==> src/rtl/clock_ctrl_pkg.sv <==
// Shared types and constants for the CPU clock/step controller.
package clock_ctrl_pkg;

    typedef enum logic [1:0] {
        IDLE   = 2'd0,
        RUN    = 2'd1,
        STEP   = 2'd2,
        HALTED = 2'd3
    } cc_state_t;

    typedef enum logic [1:0] {
        HI = 2'b01,
        LO = 2'b10
    } phase_t;

    localparam int DIV_MIN = 1;
    localparam int DIV_MAX = 255;

endpackage

==> src/rtl/clock_ctrl_phase_timer.sv <==
// Phase timer: counts DIV master cycles per HI/LO phase and flags the
// last master edge of the LO phase as the CPU cycle boundary.
module phase_timer
    import clock_ctrl_pkg::*;
#(
    parameter int DIV = 4
) (
    input  logic   clk,
    input  logic   rst,
    input  logic   active,
    output phase_t phase,
    output logic   boundary
);

    localparam logic [7:0] LAST = 8'(DIV - 1);

    logic [7:0] count;

    // Held at the start of a HI phase whenever no cycle is in progress.
    always_ff @(posedge clk or posedge rst) begin
        if (rst) begin
            phase <= HI;
            count <= 8'd0;
        end else if (!active) begin
            phase <= HI;
            count <= 8'd0;
        end else if (count == LAST) begin
            phase <= (phase == HI) ? LO : HI;
            count <= 8'd0;
        end else begin
            count <= count + 8'd1;
        end
    end

    assign boundary = active && (phase == LO) && (count == LAST);

endmodule

==> src/rtl/clock_ctrl.sv <==
// Derives the CPU clk/iclk pair from the master clock and provides run,
// stop and single-step control with brk/hlt handling at cycle boundaries.
module clock_ctrl
    import clock_ctrl_pkg::*;
#(
    parameter int DIV   = 4,
    parameter int CNT_W = 32
) (
    input  logic             clk,
    input  logic             rst,
    input  logic             run_req,
    input  logic             stop_req,
    input  logic             step_req,
    input  logic             brk_en,
    input  logic             brk,
    input  logic             hlt,
    output logic             cpu_clk,
    output logic             cpu_iclk,
    output logic             ctrlen,
    output logic             running,
    output logic             halted,
    output logic [CNT_W-1:0] cycles
);

    if (DIV < DIV_MIN || DIV > DIV_MAX) begin : g_bad_div
        $error("clock_ctrl: DIV out of range");
    end

    cc_state_t state;
    cc_state_t state_next;
    phase_t    phase;
    logic      boundary;
    logic      active;
    logic      stop_flag;
    logic      cpu_clk_next;

    assign active = (state == RUN) || (state == STEP);

    phase_timer #(.DIV(DIV)) u_timer (
        .clk      (clk),
        .rst      (rst),
        .active   (active),
        .phase    (phase),
        .boundary (boundary)
    );

    // Leaving RUN/STEP is only ever decided on the boundary edge, so a
    // started cycle always completes its LO phase.
    always_comb begin
        state_next = state;
        case (state)
            IDLE: begin
                if (run_req)
                    state_next = RUN;
                else if (step_req)
                    state_next = STEP;
            end
            RUN, STEP: begin
                if (boundary) begin
                    if (hlt)
                        state_next = HALTED;
                    else if (brk && brk_en)
                        state_next = IDLE;
                    else if (stop_flag)
                        state_next = IDLE;
                    else if (state == STEP)
                        state_next = IDLE;
                end
            end
            HALTED:  state_next = HALTED;
            default: state_next = IDLE;
        endcase
    end

    assign cpu_clk_next = active && (phase == HI);

    always_ff @(posedge clk or posedge rst) begin
        if (rst) begin
            state     <= IDLE;
            cpu_clk   <= 1'b0;
            cpu_iclk  <= 1'b1;
            ctrlen    <= 1'b0;
            stop_flag <= 1'b0;
            cycles    <= '0;
        end else begin
            state    <= state_next;
            cpu_clk  <= cpu_clk_next;
            cpu_iclk <= ~cpu_clk_next;
            ctrlen   <= (state_next != HALTED);
            if (state_next == IDLE)
                stop_flag <= 1'b0;
            else if (active && stop_req)
                stop_flag <= 1'b1;
            if (cpu_clk_next && !cpu_clk && (cycles != '1))
                cycles <= cycles + 1'b1;
        end
    end

    assign running = active;
    assign halted  = (state == HALTED);

endmodule

==> config.mk <==
export PLATFORM = sky130hd
export DESIGN_NAME = clock_ctrl
export DESIGN_NICKNAME = d
export VERILOG_FILES = /design/src/rtl/clock_ctrl_pkg.sv /design/src/rtl/clock_ctrl_phase_timer.sv /design/src/rtl/clock_ctrl.sv
export SDC_FILE = /design/constraint.sdc
export NUM_CORES = 1
export LEC_CHECK = 0
export CAP_MARGIN = 40
export CORE_MARGIN = 5
export CORE_UTILIZATION = 50
export DETAILED_ROUTE_END_ITERATION = 16
export HOLD_SLACK_MARGIN = 0.03
export PLACE_DENSITY = 0.77
export SYNTH_ARGS = -nofsm -noshare
export SYNTH_HDL_FRONTEND = slang
export SYNTH_SLANG_ARGS = --single-unit
==> constraint.sdc <==
create_clock -name clk -period 3.8 [get_ports clk]
set_input_delay 0.76 -clock clk [delete_from_list [all_inputs] [get_ports clk]]
set_output_delay 0.76 -clock clk [all_outputs]
set_load 0.03 [all_outputs]
==> results of run 1 <==
## synthesized netlist by cell type, drive strengths merged, types with 2 or more instances
library cell   n  area (sq um)
xnor2         12           105
mux2           4          48.8
nand3         24           120
nand3b         2          15.0
inv            9          33.8
dfrtp         46          1150
o21ai          3          26.3
xor2          18           158
nor4           4          25.0
a21oi          7          35.0
nand4         12          75.1
and3           6          38.8
ha             6          75.1
nor3          14          70.1
o31ai          2          20.0
nand2         13          48.8
dfstp          2          52.6
nand2b         2          12.5
clkbuf         7          26.3
nor2          15          56.3
or4            3          30.0
nor3b          2          15.0
and2           2          12.5
and4           4          35.0
## layer usage
metal / GRT usage [%] / wire length, microns / vias to the layer above
met5: 0 / 0 / -
met4: 7.73 / 87 / 0
met3: 2.83 / 339 / 7
met2: 28.3 / 2440 / 69
met1: 24.4 / 2300 / 933
li1: - / - / 916
## cell type report
type / count / area (sq um) / area share, %
clock buffer: 7 / 96.3 / 3.17
timing repair buffer: 48 / 485 / 16.0
sequential: 48 / 1200 / 39.6
clock inverter: 1 / 30.0 / 0.987
inverter: 9 / 33.8 / 1.11
multi-input combinational: 167 / 1130 / 37.0
tap: 54 / 67.6 / 2.22
## cell families after synthesis
group / after synthesis / share of synthesized area (%)
multiplexers: 5 / 2.46
buffers and inverters: 16 / 2.51
XOR/XNOR: 30 / 11.0
adder cells (fa/ha/maj): 6 / 3.14
AO/OA/AOI/OAI: 18 / 5.65
AND/OR/NAND/NOR: 108 / 24.9
flip-flops: 48 / 50.4
## worst paths after layout
path	startpoint	endpoint	cells after the start
worst max-delay path	state[0]	running	3
worst min-delay path	u_timer.count[0]	u_timer.count[0]	1
worst max register to register	state[0]	cycles[30]	8
worst min register to register	u_timer.count[0]	u_timer.count[0]	1
max in group asynchronous	rst	u_timer.phase[0]	3
min in group asynchronous	rst	ctrlen	2
## state kept, by name (all words and copies together) (netlist names)
register / cells
cpu_iclk: 1
stop_flag: 1
u_timer.phase: 2
ctrlen: 1
cycles: 32
state: 2
cpu_clk: 1
u_timer.count: 8
## through the flow
stage	instance area [sq um]	hold slack (ns)	power, mW	cells
2_1_floorplan	2390	0.447	1.09	231
3_3_place_gp	2890	0.473	1.27	324
3_5_place_dp	2920	0.487	1.29	326
4_1_cts	3040	0.500	1.69	334
5_1_grt	3040	0.521	1.78	334
6_report	3040	0.495	1.68	334
## power by group through the flow
stage               Clock (mW)  Sequential, mW  Combinational (mW)
floorplan                    0           0.739               0.354
global placement             0           0.674               0.600
detailed placement           0           0.680               0.614
CTS                      0.409           0.669               0.617
global route             0.432           0.683               0.667
finish                   0.399           0.668               0.609
## worst reg2reg max path: cells and delay by family, from the launching register on
kind	cells	cell delay, ns
xor+xnor	1	0.15
fa+ha+maj	1	0.46
buf+inv	2	0.29
flops	1	0.43
simple gates	4	1.21
==> results.json, run 1 <==
{
  "status": "complete, no violations",
  "start_util_pct": 50.9,
  "cts.clk_slew.worst_paths_ns": 0.09,
  "fill_cells": 372,
  "r2r_slack_ns": 1.19,
  "antenna_found_initial": 0,
  "setup_tns_ns": 0,
  "cp_cell_sequence": "inv_1 -> ha_1 -> clkdlybuf4s50_1",
  "max-cap-violations": 0,
  "synth_edf_count": 0,
  "fin_ws_ns": 1.02,
  "syn_area_sq_um": 2390,
  "htree_levels": 2,
  "path_class": "flop to primary output",
  "syn_inst": 231,
  "dp_hpwl_mm": 3.80,
  "cp_slowest_cell": "clkdlybuf4s50_1",
  "wl_mm": 5.17,
  "fin_crit_sh_pct": 73.1,
  "grt_max_degree": 33,
  "critical_path_arrival_ns": 2.02,
  "cts_root_buf": "clkbuf_8",
  "seq_area_frac_synth_pct": 50.4,
  "worst_setup_path_start_kind": "flop",
  "syn_avg_cell_area_sq_um": 10.3,
  "p_per_area_nw_per_um2": 551,
  "firstDrtPassIters": 4,
  "finalHoldViolations": 0,
  "clkPwrFrac_pct": 23.8,
  "max_freq_ghz": 0.360,
  "skew_ns": 0.00879,
  "postCtsHoldBufs": 0,
  "maxSlewViolCount": 0,
  "avgRoutedWirePerCell_microns": 15.5,
  "drt_iter0_drc": 189,
  "cts_setup_buffers": 0,
  "ir_drop_mv": 0.265,
  "synthToLayoutAreaGrowth_pct": 27.3,
  "p_sw_mw": 0.600,
  "dp_slack_ns": 1.23,
  "yosysWarnings": 0,
  "ios": 45,
  "cts_buffers": 5,
  "rsz0062_at_grt": "no",
  "n_antenna_cell": 0,
  "cellLeakagePower_nw": 1.36,
  "grt_util_all_layers_pct": 17.9,
  "p_int_mw": 1.08,
  "dieWidth_microns": 79.1,
  "mostFrequentLayoutCell": "dfrtp_1",
  "ys_types": 41,
  "layout.nets": 293,
  "cts_tree": "yes",
  "vias_per_cell": 5.76,
  "gp_congestion": 0.890,
  "rows": 25,
  "mostFrequentLayoutCells": "dfrtp_1 (46), clkdlybuf4s50_1 (44), nand3_1 (24), xor2_1 (18), nor2_1 (15)",
  "cts-resized-gates": 0,
  "clkLatencyLatePin_ns": 0.30,
  "layout-drive-gt1-share_pct": 9.29,
  "cp_top_family": "buffers and inverters",
  "synth_flop_cell": "dfrtp_1",
  "setup_viol": 0,
  "p_comb_share_pct": 36.3,
  "power.share.sequential_pct": 39.8,
  "vias": 1925,
  "io_buffers": 44,
  "relSlewSlack_pct": 51.4,
  "grt_remaining_overflow": 0,
  "switching_share_pct": 35.8,
  "ys_seq_elements": 48,
  "cts_sinks": 48,
  "antenna_left": 0,
  "die_h_microns": 79.1,
  "cp_num_buf_inv": 2,
  "tightest_slew_ns": 0.724,
  "clockBufferDepth": 2,
  "critPathRequiredTime_ns": 3.04,
  "drc": 0,
  "grt_pass1_wl_mm": 8.88,
  "async_reset_ff_share_pct": 100,
  "max_stage_delay_ns": 0.74,
  "endpoint_kind": "primary output",
  "worst-path-max-fanout": 10,
  "hold_class": "flop to flop",
  "synthesis.nets": 245,
  "fin_crit_ns": 2.78,
  "fp.dieArea_sq_um": 6260,
  "core_region_area_sq_um": 4690,
  "first_global_vias": 1892,
  "fin_util_pct": 64.9
}
No activity file was read; power rests on OpenSTA's default activity.
==> inputs of run 2 (changes only) <==
Clock period 3.8 ns to 2.7 ns, I/O delays scaled along.
==> run 2 against run 1 <==
Net effect: count of clock-buffer cells in the layout increased by 1; core utilization decreased by 0.19 points; sequential share of layout area increased by 0.11 points; largest power group unchanged.
==> results.json, run 2 (same netlist as run 1, synthesis figures left out) <==
{
  "drt_iter0_drc": 104,
  "top_regs": "cycles x32, u_timer.count x8",
  "n_antenna_cell": 0,
  "gp_congestion": 0.807,
  "fin_crit_sh_pct": 95.8,
  "layout-drive-gt1-share_pct": 9.86,
  "largest_reg_flops": 32,
  "maxSlewViolCount": 0,
  "fin_util_pct": 64.7,
  "grt_max_degree": 43,
  "wl_mm": 5.18,
  "firstDrtPassIters": 4,
  "fin_crit_ns": 2.59,
  "ios": 45,
  "max_stage_delay_ns": 0.74,
  "cts_setup_buffers": 0,
  "cts_sinks": 48,
  "endpoint_kind": "primary output",
  "status": "complete, no violations",
  "worst-path-max-fanout": 10,
  "cts.clk_slew.worst_paths_ns": 0.09,
  "cts-resized-gates": 0,
  "cellLeakagePower_nw": 1.36,
  "clkLatencyLatePin_ns": 0.30,
  "drc": 0,
  "rows": 25,
  "first_global_vias": 1983,
  "rsz0062_at_grt": "no",
  "grt_remaining_overflow": 0,
  "vias_per_cell": 5.63,
  "start_util_pct": 50.9,
  "r2r_slack_ns": 0.42,
  "ir_drop_mv": 0.393,
  "path_class": "flop to primary output",
  "grt_util_met3_pct": 4.31,
  "antenna_left": 0,
  "p_sw_mw": 0.866,
  "finalHoldViolations": 0,
  "crit_path_end": "running",
  "cp_cell_sequence": "inv_1 -> ha_1 -> clkdlybuf4s50_1",
  "ff2ff_path_depth": 7,
  "skew_ns": 0.00963,
  "avgRoutedWirePerCell_microns": 15.3,
  "regMostFlops": "cycles",
  "setup_viol": 0,
  "tightest_slew_ns": 0.509,
  "antenna_found_initial": 0,
  "core_region_area_sq_um": 4690,
  "p_per_area_nw_per_um2": 755,
  "mostFrequentLayoutCell": "dfrtp_1",
  "p_comb_share_pct": 39.8,
  "grt_pass1_wl_mm": 9.53,
  "hold_class": "input pin to asynchronous set/reset pin",
  "p_int_mw": 1.42,
  "r2r-end": "stop_flag",
  "switching_share_pct": 37.8,
  "max_freq_ghz": 0.387,
  "cts_buffers": 5,
  "grtUsageMet1_pct": 25.6,
  "top_usage_layer": "met2",
  "fp.dieArea_sq_um": 6260,
  "clkPwrFrac_pct": 19.2,
  "worst_setup_path_start_kind": "flop",
  "cts_tree": "yes",
  "max-cap-violations": 0,
  "layout.nets": 297,
  "crit_start": "state[0]",
  "use_met2_pct": 30.3,
  "htree_levels": 2,
  "setup_tns_ns": 0,
  "critPathRequiredTime_ns": 2.16,
  "total_power_mw": 2.29,
  "postCtsHoldBufs": 0,
  "cp_slowest_cell": "clkdlybuf4s50_1",
  "die_h_microns": 79.1,
  "r2r_start": "state[0]",
  "power.share.sequential_pct": 41.0,
  "critical_path_arrival_ns": 2.05,
  "vias": 1902,
  "cts_root_buf": "clkbuf_8",
  "clockBufferDepth": 2,
  "relSlewSlack_pct": 66.1,
  "dieWidth_microns": 79.1,
  "dp_hpwl_mm": 3.83,
  "mostFrequentLayoutCells": "dfrtp_1 (46), clkdlybuf4s50_1 (44), nand3_1 (24), xor2_1 (18), nor2_1 (15)",
  "synthToLayoutAreaGrowth_pct": 27.0,
  "grt_util_all_layers_pct": 18.9,
  "io_buffers": 44
}
==> run 2: worst min path at each step <==
stage | cells after the start | slack (ns) | to | from
final | 2 | 0.45 | ctrlen | rst
after global routing | 2 | 0.48 | ctrlen | rst
after CTS | 2 | 0.45 | ctrlen | rst
after detailed placement | 1 | 0.48 | u_timer.count[0] | u_timer.count[0]
after global placement | 1 | 0.48 | cycles[20] | cycles[20]
after floorplan | 1 | 0.45 | u_timer.count[0] | u_timer.count[0]
==> run 2: critical path, delay by kind of cell, from the launching register on <==
kind,cells,cell delay [ns]
buffers and inverters,2,0.84
adder cells (fa/ha/maj),1,0.48
flip-flops,1,0.43
==> run 2: per-layer routing <==
layer,up-vias,wire [microns]
met3,5,227
li1,924,-
met5,-,0
met2,42,2480
met1,931,2400
met4,0,70
==> run 2: power groups by stage <==
stage	logic (mW)	clock network, mW	registers [mW]
after global routing	0.999	0.482	0.960
after floorplan	0.498	0	1.04
after detailed placement	0.907	0	0.956
after global placement	0.888	0	0.950
after CTS	0.916	0.451	0.941
final	0.912	0.439	0.940
==> run 2: final cells by class <==
class | count | area, sq um
Clock buffer | 8 | 90.1
Fill cell | 378 | 1660
Inverter | 9 | 33.8
Multi-Input combinational cell | 167 | 1130
Sequential cell | 48 | 1200
Tap cell | 54 | 67.6
Timing Repair Buffer | 52 | 513
==> run 2: metrics by stage <==
step	setup slack, ns	cell area (sq um)	cells	hold slack (ns)
2_1_floorplan	0.283	2390	231	0.447
3_3_place_gp	0.510	2940	330	0.478
4_1_cts	0.0944	3030	338	0.452
6_report	0.113	3030	338	0.453
5_1_grt	0.000761	3030	338	0.477
3_5_place_dp	0.441	2940	330	0.480
==> inputs of run 3 (changes only) <==
Settings changed: CORE_MARGIN 5 to not set.
==> run 3 against run 2 <==
Net effect: power down 1.3%; clock skew down 0.0055 ns; register-to-register slack worse by 0.12 ns; largest cell class unchanged.
==> results.json, run 3 (same netlist as run 1, synthesis figures left out) <==
{
  "endpoint_kind": "primary output",
  "gp_congestion": 0.837,
  "max_freq_ghz": 0.390,
  "core_region_area_sq_um": 4470,
  "fin_crit_sh_pct": 95.0,
  "placed_cells": 329,
  "grt_pass1_wl_mm": 8.78,
  "drc": 0,
  "cts-resized-gates": 0,
  "rsz0062_at_grt": "no",
  "hold_class": "flop to flop",
  "p_per_area_nw_per_um2": 749,
  "ios": 45,
  "cts_tree": "yes",
  "path_class": "flop to primary output",
  "r2r_slack_ns": 0.30,
  "first_global_vias": 1844,
  "setup_tns_ns": 0,
  "setup_viol": 0,
  "critPathRequiredTime_ns": 2.16,
  "dp_hpwl_mm": 3.74,
  "max-cap-violations": 0,
  "cts.clk_slew.worst_paths_ns": 0.08,
  "vias": 1924,
  "grt_util_all_layers_pct": 22.3,
  "antenna_left": 0,
  "cellLeakagePower_nw": 1.36,
  "worst-path-max-fanout": 10,
  "layout.nets": 298,
  "ir_drop_mv": 0.302,
  "largest_reg_flops": 32,
  "grt_max_degree": 27,
  "finalHoldViolations": 0,
  "fin_util_pct": 67.4,
  "rows": 24,
  "drt_iter0_drc": 90,
  "maxSlewViolCount": 0,
  "cts_root_buf": "clkbuf_8",
  "worst_setup_path_start_kind": "flop",
  "htree_levels": 2,
  "dp_slack_ns": 0.337,
  "min_from": "cycles[27]",
  "tightest_slew_ns": 0.538,
  "fill_cells": 374,
  "r2r_start": "state[0]",
  "hold_depth": 1,
  "grt_remaining_overflow": 0,
  "avgRoutedWirePerCell_microns": 14.9,
  "firstDrtPassIters": 10,
  "whs_endpoint": "cycles[27]",
  "antenna_found_initial": 0,
  "start_util_pct": 53.4,
  "cts_sinks": 48,
  "cts_setup_buffers": 0,
  "layout-drive-gt1-share_pct": 10.2,
  "total_power_mw": 2.26,
  "die_h_microns": 71.1,
  "wl_mm": 5.04,
  "dieWidth_microns": 71.1,
  "relSlewSlack_pct": 64.1,
  "clkLatencyLatePin_ns": 0.30,
  "layoutNonFillerInstCount": 337,
  "mostFrequentLayoutCell": "dfrtp_1",
  "fin_crit_ns": 2.56,
  "ff2ff_path_depth": 7,
  "status": "complete, no violations",
  "mostFrequentLayoutCells": "dfrtp_1 (46), clkdlybuf4s50_1 (44), nand3_1 (24), xor2_1 (18), nor2_1 (15)",
  "regMostFlops": "cycles",
  "cts_buffers": 5,
  "skew_ns": 0.00416,
  "fp.dieArea_sq_um": 5060,
  "n_antenna_cell": 0,
  "io_buffers": 44,
  "fin_ws_ns": 0.135,
  "critical_path_arrival_ns": 2.02,
  "vias_per_cell": 5.71,
  "clockBufferDepth": 2,
  "postCtsHoldBufs": 0,
  "synthToLayoutAreaGrowth_pct": 26.3,
  "r2r-end": "cycles[20]",
  "top_regs": "cycles x32, u_timer.count x8"
}
[run 3: where the power goes]
group	switching, mW	total [mW]	internal [mW]	leakage, nW
Clock	0.230	0.412	0.182	0.0422
Combinational	0.523	0.902	0.380	0.677
Sequential	0.110	0.946	0.836	0.642
[run 3: per-layer routing]
layer,up-vias,track usage (%),wire (microns)
met5,-,0,0
met4,0,9.11,99
met3,9,4.13,186
met2,49,34.5,2370
met1,941,31.2,2390
li1,925,-,-
[run 3: cell type report]
class / instances / area (sq um) / area share (%)
repair buffers: 53 / 508 / 16.8
clock buffers: 7 / 76.3 / 2.53
inverters: 9 / 33.8 / 1.12
multi-input cells: 167 / 1130 / 37.3
clock inverters: 1 / 5.00 / 0.166
flip-flops and latches: 48 / 1200 / 39.9
well taps: 52 / 65.1 / 2.16
[run 3: stage by stage]
step / hold WS (ns) / area, sq um
floorplan: 0.447 / 2390
global placement: 0.474 / 2940
detailed placement: 0.479 / 2940
CTS: 0.495 / 3020
global route: 0.512 / 3020
finish: 0.495 / 3020
[run 3: how the worst max path moves through the flow]
stage / startpoint / end / slack [ns] / cells past startpoint
after global placement: state[0] / cycles[18] / 0.49 / 7
after floorplan: state[0] / cycles[12] / 0.28 / 7
after global routing: state[0] / running / 0.04 / 3
final: state[0] / running / 0.14 / 3
after detailed placement: state[0] / cycles[18] / 0.34 / 7
after CTS: state[0] / running / 0.13 / 3
[run 3: critical path, cell delays in order, from the launching register on]
cell,delay (ns)
dfrtp_1,0.43
inv_1,0.10
ha_1,0.46
clkdlybuf4s50_1,0.73
